==> src/rtl/combo_lock_ctrl.sv <==
// Combination lock controller: collects button symbols, compares the full entry
// against CODE, opens for a tick-timed window and locks out after repeated failures.
module combo_lock_ctrl #(
  parameter int unsigned CODE_LEN    = 4,
  parameter logic [13:0] CODE        = 14'b00_0000_0110_0001,
  parameter int unsigned ENTRY_TICKS = 8,
  parameter int unsigned OPEN_TICKS  = 16,
  parameter int unsigned MAX_FAILS   = 3,
  parameter int unsigned LOCK_TICKS  = 32
) (
  input  logic       sysclk,
  input  logic       reset,
  input  logic       btn0,
  input  logic       btn1,
  input  logic       btn2,
  input  logic       tick,
  output logic       unlock,
  output logic       alarm,
  output logic       busy,
  output logic       fail_pulse,
  output logic [2:0] digits
);

  localparam int unsigned TICK_AB  = (ENTRY_TICKS > OPEN_TICKS) ? ENTRY_TICKS : OPEN_TICKS;
  localparam int unsigned TICK_MAX = (TICK_AB > LOCK_TICKS) ? TICK_AB : LOCK_TICKS;
  localparam int unsigned TICK_W   = $clog2(TICK_MAX + 1);
  localparam int unsigned FAIL_W   = $clog2(MAX_FAILS + 1);

  localparam logic [TICK_W-1:0] ENTRY_LAST = TICK_W'(ENTRY_TICKS - 1);
  localparam logic [TICK_W-1:0] OPEN_LAST  = TICK_W'(OPEN_TICKS - 1);
  localparam logic [TICK_W-1:0] LOCK_LAST  = TICK_W'(LOCK_TICKS - 1);
  localparam logic [FAIL_W-1:0] FAIL_LIMIT = FAIL_W'(MAX_FAILS);
  localparam logic [2:0]        FULL_LEN   = 3'(CODE_LEN);

  localparam logic [1:0] ST_IDLE    = 2'd0;
  localparam logic [1:0] ST_ENTRY   = 2'd1;
  localparam logic [1:0] ST_OPEN    = 2'd2;
  localparam logic [1:0] ST_LOCKOUT = 2'd3;

  logic [1:0]        state_r;
  logic [1:0]        state_nxt_s;
  logic [2:0]        digits_r;
  logic [2:0]        digits_nxt_s;
  logic [TICK_W-1:0] tick_cnt_r;
  logic [TICK_W-1:0] tick_cnt_nxt_s;
  logic [FAIL_W-1:0] fail_cnt_r;
  logic [FAIL_W-1:0] fail_cnt_nxt_s;
  logic [FAIL_W-1:0] fail_inc_s;
  logic [13:0]       entry_r;
  logic [13:0]       entry_nxt_s;
  logic              fail_pulse_nxt_s;
  logic [2:0]        btns_s;
  logic              press_s;
  logic [1:0]        sym_s;
  logic              match_s;

  function automatic logic one_press(input logic [2:0] btns);
    logic res;
    case (btns)
      3'b001, 3'b010, 3'b100: res = 1'b1;
      default:                res = 1'b0;
    endcase
    return res;
  endfunction

  function automatic logic [1:0] press_sym(input logic [2:0] btns);
    logic [1:0] res;
    case (btns)
      3'b010:  res = 2'd1;
      3'b100:  res = 2'd2;
      default: res = 2'd0;
    endcase
    return res;
  endfunction

  function automatic logic code_match(input logic [13:0] entry);
    logic ok;
    ok = 1'b1;
    for (int i = 0; i < 7; i++) begin
      if ((i < int'(CODE_LEN)) && (entry[2*i +: 2] != CODE[2*i +: 2])) begin
        ok = 1'b0;
      end else begin
        ok = ok;
      end
    end
    return ok;
  endfunction

  assign btns_s     = {btn2, btn1, btn0};
  assign press_s    = one_press(btns_s);
  assign sym_s      = press_sym(btns_s);
  assign match_s    = code_match(entry_r);
  assign fail_inc_s = (fail_cnt_r < FAIL_LIMIT) ? (fail_cnt_r + FAIL_W'(1)) : fail_cnt_r;
  assign digits     = digits_r;

  // Next-state logic; a full entry is judged on the cycle after its last press.
  always_comb begin
    state_nxt_s      = state_r;
    digits_nxt_s     = digits_r;
    tick_cnt_nxt_s   = tick_cnt_r;
    fail_cnt_nxt_s   = fail_cnt_r;
    entry_nxt_s      = entry_r;
    fail_pulse_nxt_s = 1'b0;
    case (state_r)
      ST_IDLE: begin
        if (press_s) begin
          state_nxt_s    = ST_ENTRY;
          digits_nxt_s   = 3'd1;
          tick_cnt_nxt_s = '0;
          entry_nxt_s    = {12'd0, sym_s};
        end else begin
          state_nxt_s = ST_IDLE;
        end
      end
      ST_ENTRY: begin
        if (digits_r == FULL_LEN) begin
          digits_nxt_s   = 3'd0;
          tick_cnt_nxt_s = '0;
          entry_nxt_s    = 14'd0;
          if (match_s) begin
            state_nxt_s    = ST_OPEN;
            fail_cnt_nxt_s = '0;
          end else begin
            fail_pulse_nxt_s = 1'b1;
            fail_cnt_nxt_s   = fail_inc_s;
            state_nxt_s      = (fail_inc_s == FAIL_LIMIT) ? ST_LOCKOUT : ST_IDLE;
          end
        end else if (press_s) begin
          entry_nxt_s[{digits_r, 1'b0} +: 2] = sym_s;
          digits_nxt_s   = digits_r + 3'd1;
          tick_cnt_nxt_s = '0;
        end else if (tick) begin
          if (tick_cnt_r == ENTRY_LAST) begin
            state_nxt_s    = ST_IDLE;
            digits_nxt_s   = 3'd0;
            tick_cnt_nxt_s = '0;
            entry_nxt_s    = 14'd0;
          end else begin
            tick_cnt_nxt_s = tick_cnt_r + TICK_W'(1);
          end
        end else begin
          tick_cnt_nxt_s = tick_cnt_r;
        end
      end
      ST_OPEN: begin
        if (tick) begin
          if (tick_cnt_r == OPEN_LAST) begin
            state_nxt_s    = ST_IDLE;
            tick_cnt_nxt_s = '0;
          end else begin
            tick_cnt_nxt_s = tick_cnt_r + TICK_W'(1);
          end
        end else begin
          tick_cnt_nxt_s = tick_cnt_r;
        end
      end
      ST_LOCKOUT: begin
        if (tick) begin
          if (tick_cnt_r == LOCK_LAST) begin
            state_nxt_s    = ST_IDLE;
            tick_cnt_nxt_s = '0;
            fail_cnt_nxt_s = '0;
          end else begin
            tick_cnt_nxt_s = tick_cnt_r + TICK_W'(1);
          end
        end else begin
          tick_cnt_nxt_s = tick_cnt_r;
        end
      end
      default: begin
        state_nxt_s    = ST_IDLE;
        digits_nxt_s   = 3'd0;
        tick_cnt_nxt_s = '0;
        fail_cnt_nxt_s = '0;
        entry_nxt_s    = 14'd0;
      end
    endcase
  end

  // Core state registers.
  always_ff @(posedge sysclk or negedge reset) begin
    if (!reset) begin
      state_r    <= ST_IDLE;
      digits_r   <= 3'd0;
      tick_cnt_r <= '0;
      fail_cnt_r <= '0;
      entry_r    <= 14'd0;
    end else begin
      state_r    <= state_nxt_s;
      digits_r   <= digits_nxt_s;
      tick_cnt_r <= tick_cnt_nxt_s;
      fail_cnt_r <= fail_cnt_nxt_s;
      entry_r    <= entry_nxt_s;
    end
  end

  // Status outputs are registered from the next state so they track state_r exactly.
  always_ff @(posedge sysclk or negedge reset) begin
    if (!reset) begin
      unlock     <= 1'b0;
      alarm      <= 1'b0;
      busy       <= 1'b0;
      fail_pulse <= 1'b0;
    end else begin
      unlock     <= (state_nxt_s == ST_OPEN);
      alarm      <= (state_nxt_s == ST_LOCKOUT);
      busy       <= (state_nxt_s != ST_IDLE);
      fail_pulse <= fail_pulse_nxt_s;
    end
  end

endmodule

==> config.mk <==
export PLATFORM = sky130hd
export DESIGN_NAME = combo_lock_ctrl
export DESIGN_NICKNAME = d
export VERILOG_FILES = /design/src/rtl/combo_lock_ctrl.sv
export SDC_FILE = /design/constraint.sdc
export NUM_CORES = 1
export LEC_CHECK = 0
export ABC_AREA = 1
export CORE_AREA = 8 8 58 85
export CTS_CLUSTER_SIZE = 24
export DETAILED_ROUTE_END_ITERATION = 12
export DIE_AREA = 0 0 66 93
export PLACE_DENSITY = 0.7
export SYNTH_ARGS = -nofsm -noshare
export SYNTH_HDL_FRONTEND = slang
export SYNTH_SLANG_ARGS = --single-unit
export TNS_END_PERCENT = 30
==> constraint.sdc <==
create_clock -name sysclk -period 3 [get_ports sysclk]
set_input_delay 0.75 -clock sysclk [delete_from_list [all_inputs] [get_ports sysclk]]
set_output_delay 0.75 -clock sysclk [all_outputs]
set_load 0.02 [all_outputs]
==> impl_metrics.tcl, run 1 <==
set metrics [dict create \
    diodes 0 \
    ys_seq_elements 25 \
    seq_area_frac_synth_pct 35.5 \
    setup_tns_ps 0 \
    cp_max_fo 6 \
    holdBufCountCts 0 \
    critPathTopFamily "buffers and inverters" \
    pre_cts_slack_ps 657 \
    hold_viol_final 0 \
    setup_ws_ps 884 \
    worst-path-buf-inv 1 \
    crit_type "reg2out" \
    maxSlewViolCount 0 \
    io_pins 13 \
    die-area_um2 6140 \
    drive_gt1_share_pct 10.3 \
    grt_usage_pct 13.5 \
    arrival_ps 1370 \
    required_ps 2250 \
    ys_top_cells_by_area "dfrtp_1, nand2_1, nand3_1" \
    syn_avg_cell_area_um2 7.14 \
    synthFlopType "dfrtp_1" \
    top_layer "met4" \
    wire_per_inst_um 12.6 \
    clock_latency_ps 270 \
    drt-initial-drc-count 56 \
    synth_top_family_by_area "simple AND/OR/NAND/NOR gates" \
    initial_utilization_pct 46.6 \
    wl_met3_um 70 \
    synth_area_um2 1760 \
    antenna_found_initial 0 \
    rows 28 \
    numCtsBuffers 3 \
    grt_first_pass_wirelength_um 6740 \
    path_clk_slew_ps 80 \
    ir_drop_mv 0.375 \
    syn_to_final_growth_pct 12.1 \
    postCtsSetupRepairBufs 0 \
    endpoint_kind "primary output" \
    utilization_pct 52.3 \
    dr.pass1.iters 4 \
    yosys_warnings 0 \
    drv_cap 0 \
    tightest_slew_ps 450 \
    die_y_um 93 \
    drt-met1-wl_um 1510 \
    slew_headroom_pct 70.0 \
    ys_types 31 \
    dp_hpwl_um 3070 \
    worstSetupStartpointType "register" \
    netlist.area_leader.share_pct 35.5 \
    viasPerCell 5.19 \
    cts_resized 0 \
    max_stage_delay_ps 650 \
    dr_wl_met2_um 2110 \
    crit_slowest_cell "clkdlybuf4s50_1" \
    fin_crit_sh_pct 70.5 \
    nNetsFinal 273 \
    vias 1587 \
    port_buffers 12 \
    power.density_nw_per_um2 560 \
    htree_levels 1 \
    yosysTopAreaCell "dfrtp_1" \
    r2r-start "digits[0]" \
    post_synth_inst_count 247 \
    cts.sinks 25 \
    synth_xor_area_share_pct 0.496 \
    rsz0062_at_grt "false" \
    status "complete, no violations" \
    multiInputGateArea_um2 955 \
    route.detailed.drc 0 \
    overflow 0 \
    p_leak_uw 0.00105 \
    hold_slack_ps 477 \
    layout.area.seq_um2 626 \
    clk_path_buf_depth 2 \
    first_global_vias 1607 \
    synth_simple_gate_area_share_pct 43.9 \
    fmax_mhz 473 \
    finalClockSkew_ps 2.24 \
    setup_viol 0 \
    cts_tree "yes" \
    hold_class "reg2reg" \
    hold_start "entry_r[7]" \
    gp_congestion 0.881 \
    synth_fp_nets 258 \
    ant_nets 0 \
    critPathLaunch "digits[2]" \
    wl_um 3840 \
    num-fill-cells 387 \
    yosys.area_share.adder_pct 3.55 \
    coreArea_um2 3780 \
    worstPathCellList "clkdlybuf4s50_1" \
    muxShareOfSynthArea_pct 0 \
    fin_crit_ps 2120 \
    async_flop_share_pct 100 \
    cts-root-buf "clkbuf_8" \
    synth-edff-count 0 \
    grt_max_degree 26 \
    dp.cells 302 \
    synth_compound_area_share_pct 6.17 \
    final_cells 306 \
    die_width_um 66 \
]
-- power breakdown --
| group | switching [uW] | internal (uW) | total (uW) |
|---|---|---|---|
| Sequential | 72.4 | 399 | 471 |
| Clock | 102 | 92.8 | 195 |
| Combinational | 284 | 158 | 441 |
| Total | 458 | 649 | 1110 |
-- Yosys cell counts (3+ instances only) --
cell     count
a21oi_1      5
dfrtp_1     25
ha_1         5
inv_1       38
nand2_1     69
nand2_2      3
nand3_1     33
nand3_2      4
nand4_1     10
nor2_1      22
nor2_4       3
nor3_1       4
o21ai_1      3
-- cell type report --
type                       instances  share of cell area (%)
clock inverter                     1                   0.253
multi-input combinational        177                    48.3
sequential                        25                    31.6
timing repair buffer              13                    6.45
clock buffer                       3                    2.09
tap                               45                    2.85
inverter                          42                    8.48
-- final timing paths --
| kind | endpoint | slack, ps | depth (start not counted) |
|---|---|---|---|
| worst max-delay path | digits[2] | 880 | 1 |
| worst min-delay path | entry_r[7] | 480 | 2 |
| worst max register to register | tick_cnt_r[4] | 910 | 12 |
| worst min register to register | entry_r[7] | 480 | 2 |
| max in group asynchronous | tick_cnt_r[0] | 1910 | 2 |
| min in group asynchronous | entry_r[7] | 850 | 2 |
-- flip-flops by register name, indices dropped and copies added (netlist names) --
register	count
entry_r	8
alarm	1
digits	3
tick_cnt_r	6
busy	1
fail_cnt_r	2
state_r	2
fail_pulse	1
unlock	1
-- per-layer routing --
metal | global-route usage (%) | vias up
li1 | - | 820
met1 | 13.8 | 730
met2 | 25.0 | 22
met3 | 1.92 | 15
met4 | 7.87 | 0
met5 | 0 | -
-- layout by cell type (no fill, tap or decap), drive strengths merged, types with 5 or more instances in the layout --
master,n
nand4,10
nor2,28
o21ai,6
nand2,74
nand3,38
dfrtp,25
a21oi,5
clkdlybuf4s50,12
ha,5
inv,41
-- logic make-up after synthesis --
kind of cell,after synthesis
AOI/OAI and AO/OA,16
xor gates and xnor gates,1
adders and majority gates,5
buffers and inverters,45
DFF,25
and+or+nand+nor,155
-- metrics by stage --
stage	instance area (um2)	power, uW
finish	1980	1110
CTS	1980	1120
detailed placement	1930	920
global placement	1930	919
global route	1980	1200
floorplan	1760	790
Power figures use the tool's default switching activity.
==> run 2: changes to the inputs <==
- clock period: 3 -> 2.08 ns (I/O delays scaled with it)
==> run 2 against run 1 <==
  * Hold slack better by 12 ps
  * Via count up 2.4%
  * Core utilization up 1.4 points
  * Die area unchanged
  * Global-route usage up 0.44 points
  * Sequential share of layout area down 0.82 points
  * Combinational power up 52%
  * Power up 48%
  * Clock skew about the same
  * Sequential power up 43%
  * Highest routed layer unchanged
==> impl_metrics.tcl, run 2 (synthesis gave the netlist of run 1 again) <==
set metrics [dict create \
    clock_latency_ps 270 \
    required_ps 1560 \
    hold_slack_ps 489 \
    ir_drop_mv 0.502 \
    grt_max_degree 26 \
    crit_type "reg2out" \
    setup_viol 0 \
    power.density_nw_per_um2 809 \
    cts.sinks 25 \
    tightest_slew_ps 403 \
    die_y_um 93 \
    die-area_um2 6140 \
    numCtsBuffers 3 \
    largest_register_ffs 8 \
    diodes 0 \
    max_stage_delay_ps 650 \
    worstSetupStartpointType "register" \
    slew_headroom_pct 73.1 \
    layout_common_cells "nand2_1, inv_1, nand3_1" \
    clk_path_buf_depth 2 \
    final_common_cell "nand2_1" \
    finalClockSkew_ps 1.85 \
    status "complete, no violations" \
    viasPerCell 5.19 \
    fin_crit_ps 1910 \
    ant_nets 0 \
    syn_to_final_growth_pct 15.1 \
    hold_class "reg2reg" \
    maxSlewViolCount 0 \
    grt_usage_pct 14.0 \
    first_global_vias 1677 \
    postCtsSetupRepairBufs 0 \
    nNetsFinal 280 \
    drive_gt1_share_pct 12.7 \
    drt-initial-drc-count 43 \
    worstPathCellList "clkdlybuf4s50_1" \
    power_uw 1640 \
    num-fill-cells 376 \
    path_clk_slew_ps 90 \
    wire_per_inst_um 12.8 \
    worst-path-buf-inv 1 \
    fin_crit_sh_pct 92.1 \
    io_pins 13 \
    arrival_ps 1390 \
    cts_resized 0 \
    wl_um 3990 \
    initial_utilization_pct 46.6 \
    rsz0062_at_grt "false" \
    utilization_pct 53.7 \
    htree_levels 1 \
    critPathTopFamily "buffers and inverters" \
    dr.pass1.iters 4 \
    regMostFlops "entry_r" \
    route.detailed.drc 0 \
    drv_cap 0 \
    cp_max_fo 6 \
    holdBufCountCts 0 \
    coreArea_um2 3780 \
    rows 28 \
    antenna_found_initial 0 \
    fmax_mhz 522 \
    overflow 0 \
    cts-root-buf "clkbuf_8" \
    gp_congestion 0.896 \
    crit_slowest_cell "clkdlybuf4s50_1" \
    dp_hpwl_um 3120 \
    p_leak_uw 0.00109 \
    grt_first_pass_wirelength_um 7000 \
    die_width_um 66 \
    endpoint_kind "primary output" \
    hold_viol_final 0 \
    port_buffers 12 \
    cts_tree "yes" \
    vias 1625 \
]
-- run 2: final cells by class --
| class | count | area, um2 | share of cell area (%) |
|---|---|---|---|
| inverters | 42 | 168 | 8.26 |
| clock buffers | 3 | 41.3 | 2.03 |
| clock inverters | 1 | 5.00 | 0.246 |
| repair buffers | 20 | 180 | 8.87 |
| well taps | 45 | 56.3 | 2.77 |
| multi-input cells | 177 | 955 | 47.0 |
| flip-flops and latches | 25 | 626 | 30.8 |
-- run 2: path summary, 6_finish.rpt --
path	start	slack, ps	depth (start not counted)	to
max in group asynchronous	reset	1240	2	alarm
worst max register to register	digits[0]	240	10	entry_r[1]
min in group asynchronous	reset	600	2	entry_r[7]
worst min-delay path	entry_r[2]	490	2	entry_r[2]
worst max-delay path	digits[2]	170	1	digits[2]
worst min register to register	entry_r[2]	490	2	entry_r[2]
-- run 2: power breakdown --
group,internal (uW),total [uW],switching [uW]
Clock,134,300,166
Sequential,575,672,96.5
Combinational,243,671,428
-- run 2: routing by layer --
layer	up-vias	wire, um	global-route usage [%]
met5	-	0	0
met4	0	98	5.72
met3	8	88	1.68
met2	22	2230	27.3
met1	759	1570	14.0
li1	836	-	-
-- run 2: stage by stage --
stage          cell area, um2  std cells  TNS, ps  setup WS [ps]
2_1_floorplan            1760        247        0            180
3_3_place_gp             1980        309    -11.6          -11.6
3_5_place_dp             1980        309    -16.1          -16.1
6_report                 2030        313        0            165
5_1_grt                  2030        313        0           39.3
4_1_cts                  2030        313        0            149
==> run 3: changes to the inputs <==
- ABC_AREA: 1 -> unset
- CORE_AREA: 8 8 58 85 -> 8 8 55 80
- DIE_AREA: 0 0 66 93 -> 0 0 63 88
==> run 3 against run 2 <==
  * Worst setup slack worse by 96 ps
  * First-iteration DRC count up 28%
  * Hold slack better by 14 ps
  * Core utilization increased by 4.7 points
  * Die area decreased by 9.7%
  * Register-to-register slack worse by 120 ps
  * Maximum frequency is 4.8% lower
  * Global-route usage is 0.16 points higher
  * Combinational power up 61%
  * Power is 31% higher
  * Clock power is 5% lower
  * Critical path type is now in2reg
  * Critical endpoint is now entry_r[2]
==> impl_metrics.tcl, run 3 <==
set metrics [dict create \
    post_synth_inst_count 165 \
    dp.cells 236 \
    r2r_slack_ps 120 \
    r2r-start "tick_cnt_r[0]" \
    port_buffers 12 \
    power_uw 2150 \
    status "complete, no violations" \
    wire_per_inst_um 16.0 \
    ant_nets 0 \
    syn_to_final_growth_pct 24.6 \
    finalClockSkew_ps 5.80 \
    rsz0062_at_grt "false" \
    route.detailed.drc 0 \
    io_pins 13 \
    endpoint_kind "register" \
    rows 26 \
    ys_types 49 \
    die_width_um 63 \
    hold_viol_final 0 \
    netlist.area_leader.share_pct 40.7 \
    cts.sinks 25 \
    synth_fp_nets 176 \
    critPathLaunch "btn0" \
    cts_tree "yes" \
    grt_max_degree 26 \
    required_ps 2240 \
    dr.pass1.iters 4 \
    yosysTopAreaCell "dfrtp_1" \
    num-fill-cells 295 \
    pre_cts_slack_ps -347 \
    layout_common_cells "dfrtp_1, buf_4, nand2_1" \
    grt_first_pass_wirelength_um 6420 \
    gp_congestion 0.918 \
    setup_ws_ps 69.4 \
    fmax_mhz 497 \
    seq_area_frac_synth_pct 40.7 \
    syn_avg_cell_area_um2 9.33 \
    path_clk_slew_ps 90 \
    clk_path_buf_depth 2 \
    final_cells 241 \
    worstSetupStartpointType "input port" \
    coreArea_um2 3290 \
    clock_latency_ps 270 \
    synth_area_um2 1540 \
    maxSlewViolCount 0 \
    crit_type "in2reg" \
    p_leak_uw 0.000823 \
    final_common_cell "dfrtp_1" \
    viasPerCell 5.91 \
    power.density_nw_per_um2 1120 \
    synthFlopType "dfrtp_1" \
    synth-edff-count 0 \
    largest_register_ffs 8 \
    yosys_warnings 0 \
    synth_common_cells "dfrtp_1, nand2_1, inv_1" \
    async_flop_share_pct 100 \
    endpoint "entry_r[2]" \
    holdBufCountCts 0 \
    antenna_found_initial 0 \
    ys_seq_elements 25 \
    vias 1425 \
    overflow 0 \
    fin_crit_ps 2010 \
    ys_top_cells_by_area "dfrtp_1, ha_1, nand2_1" \
    finish.instance_area_um2 1920 \
    die_y_um 88 \
    drv_cap 0 \
    die-area_um2 5540 \
    yosysMostFrequentCell "dfrtp_1" \
    cts-root-buf "clkbuf_8" \
    ir_drop_mv 0.597 \
    htree_levels 1 \
    setup_viol 0 \
    drt-initial-drc-count 55 \
    reg2reg_depth 8 \
    wl_um 3850 \
    nNetsFinal 211 \
    initial_utilization_pct 46.8 \
    r2r_end "entry_r[3]" \
    dp_hpwl_um 2970 \
    first_global_vias 1461 \
    drive_gt1_share_pct 17.6 \
    diodes 0 \
    regMostFlops "entry_r" \
    grt_usage_pct 14.1 \
    tightest_slew_ps 590 \
    hold_class "reg2reg" \
    slew_headroom_pct 60.1 \
    fin_crit_sh_pct 96.7 \
    placement.cell_area_um2 1850 \
    numCtsBuffers 3 \
    cp_max_fo 6 \
    arrival_ps 2170 \
]
run 3: cell count changes after synthesis, sizes merged, moves of 4 or more:
cell	before	now
nand2b	0	4
nand2	74	16
o22ai	0	4
mux2i	0	4
nand3	38	7
o21ai	6	11
o2bb2ai	0	4
nor2	28	8
inv	41	12
o21a	0	5
nand4	10	2
run 3: area by class of cell:
type	instances	area (um2)	area share, %
Multi-Input combinational cell	124	865	45.1
Tap cell	42	52.6	2.74
Timing Repair Buffer	34	285	14.9
Clock buffer	4	45.0	2.35
Inverter	12	45.0	2.35
Sequential cell	25	626	32.6
run 3: worst min-delay path by stage:
stage	cells past startpoint	to	slack (ps)	from
4_1_cts	1	entry_r[7]	510	entry_r[7]
2_1_floorplan	0	alarm	220	reset
6_report	1	entry_r[7]	500	entry_r[7]
3_5_place_dp	1	entry_r[7]	480	entry_r[7]
5_1_grt	1	tick_cnt_r[0]	550	tick_cnt_r[0]
3_3_place_gp	1	entry_r[6]	480	entry_r[6]
run 3: repair_timing:
action,4_1_cts,5_1_grt
gates resized for setup,1,4
endpoints found under the hold margin,0,0
cloned,0,0
setup buffers,0,1
endpoints found under the setup margin,2,12
run 3: logic make-up (layout without fill, tap and decap cells):
| family | count (synthesis) | after routing | share of synthesized area, % |
|---|---|---|---|
| and+or+nand+nor | 63 | 63 | 22.8 |
| AOI/OAI and AO/OA | 48 | 48 | 23.1 |
| DFF | 25 | 25 | 40.7 |
| buffers and inverters | 16 | 50 | 4.39 |
| adders and majority gates | 5 | 5 | 4.07 |
| muxes | 5 | 5 | 3.33 |
| xor gates and xnor gates | 3 | 3 | 1.71 |
run 3: metrics by stage:
stage | hold slack (ps) | utilization [%] | TNS (ps)
floorplan | 224 | - | 0
global placement | 480 | 56.2 | -3420
detailed placement | 479 | 56.2 | -4700
CTS | 508 | 57.6 | 0
global route | 546 | 58.4 | 0
finish | 503 | 58.4 | 0
run 3: layer usage:
| metal | track usage (%) | vias to the layer above | share of wire (%) |
|---|---|---|---|
| met5 | 0 | - | 0 |
| met4 | 8.96 | 0 | 3.6 |
| met2 | 27.0 | 31 | 55 |
| li1 | - | 679 | - |
| met3 | 2.30 | 14 | 2.9 |
| met1 | 13.7 | 701 | 39 |
run 3: critical path, cell delays in order:
cell             delay, ps
clkdlybuf4s50_1        520
xnor2_1                130
buf_4                  150
o21ai_2                100
or3_4                  380
o21a_1                 130
a32o_1                 240
run 3: report_power, final:
| group | internal (uW) | switching, uW |
|---|---|---|
| combinational | 504 | 574 |
| sequential | 643 | 145 |
| clock | 137 | 149 |
| total | 1280 | 868 |
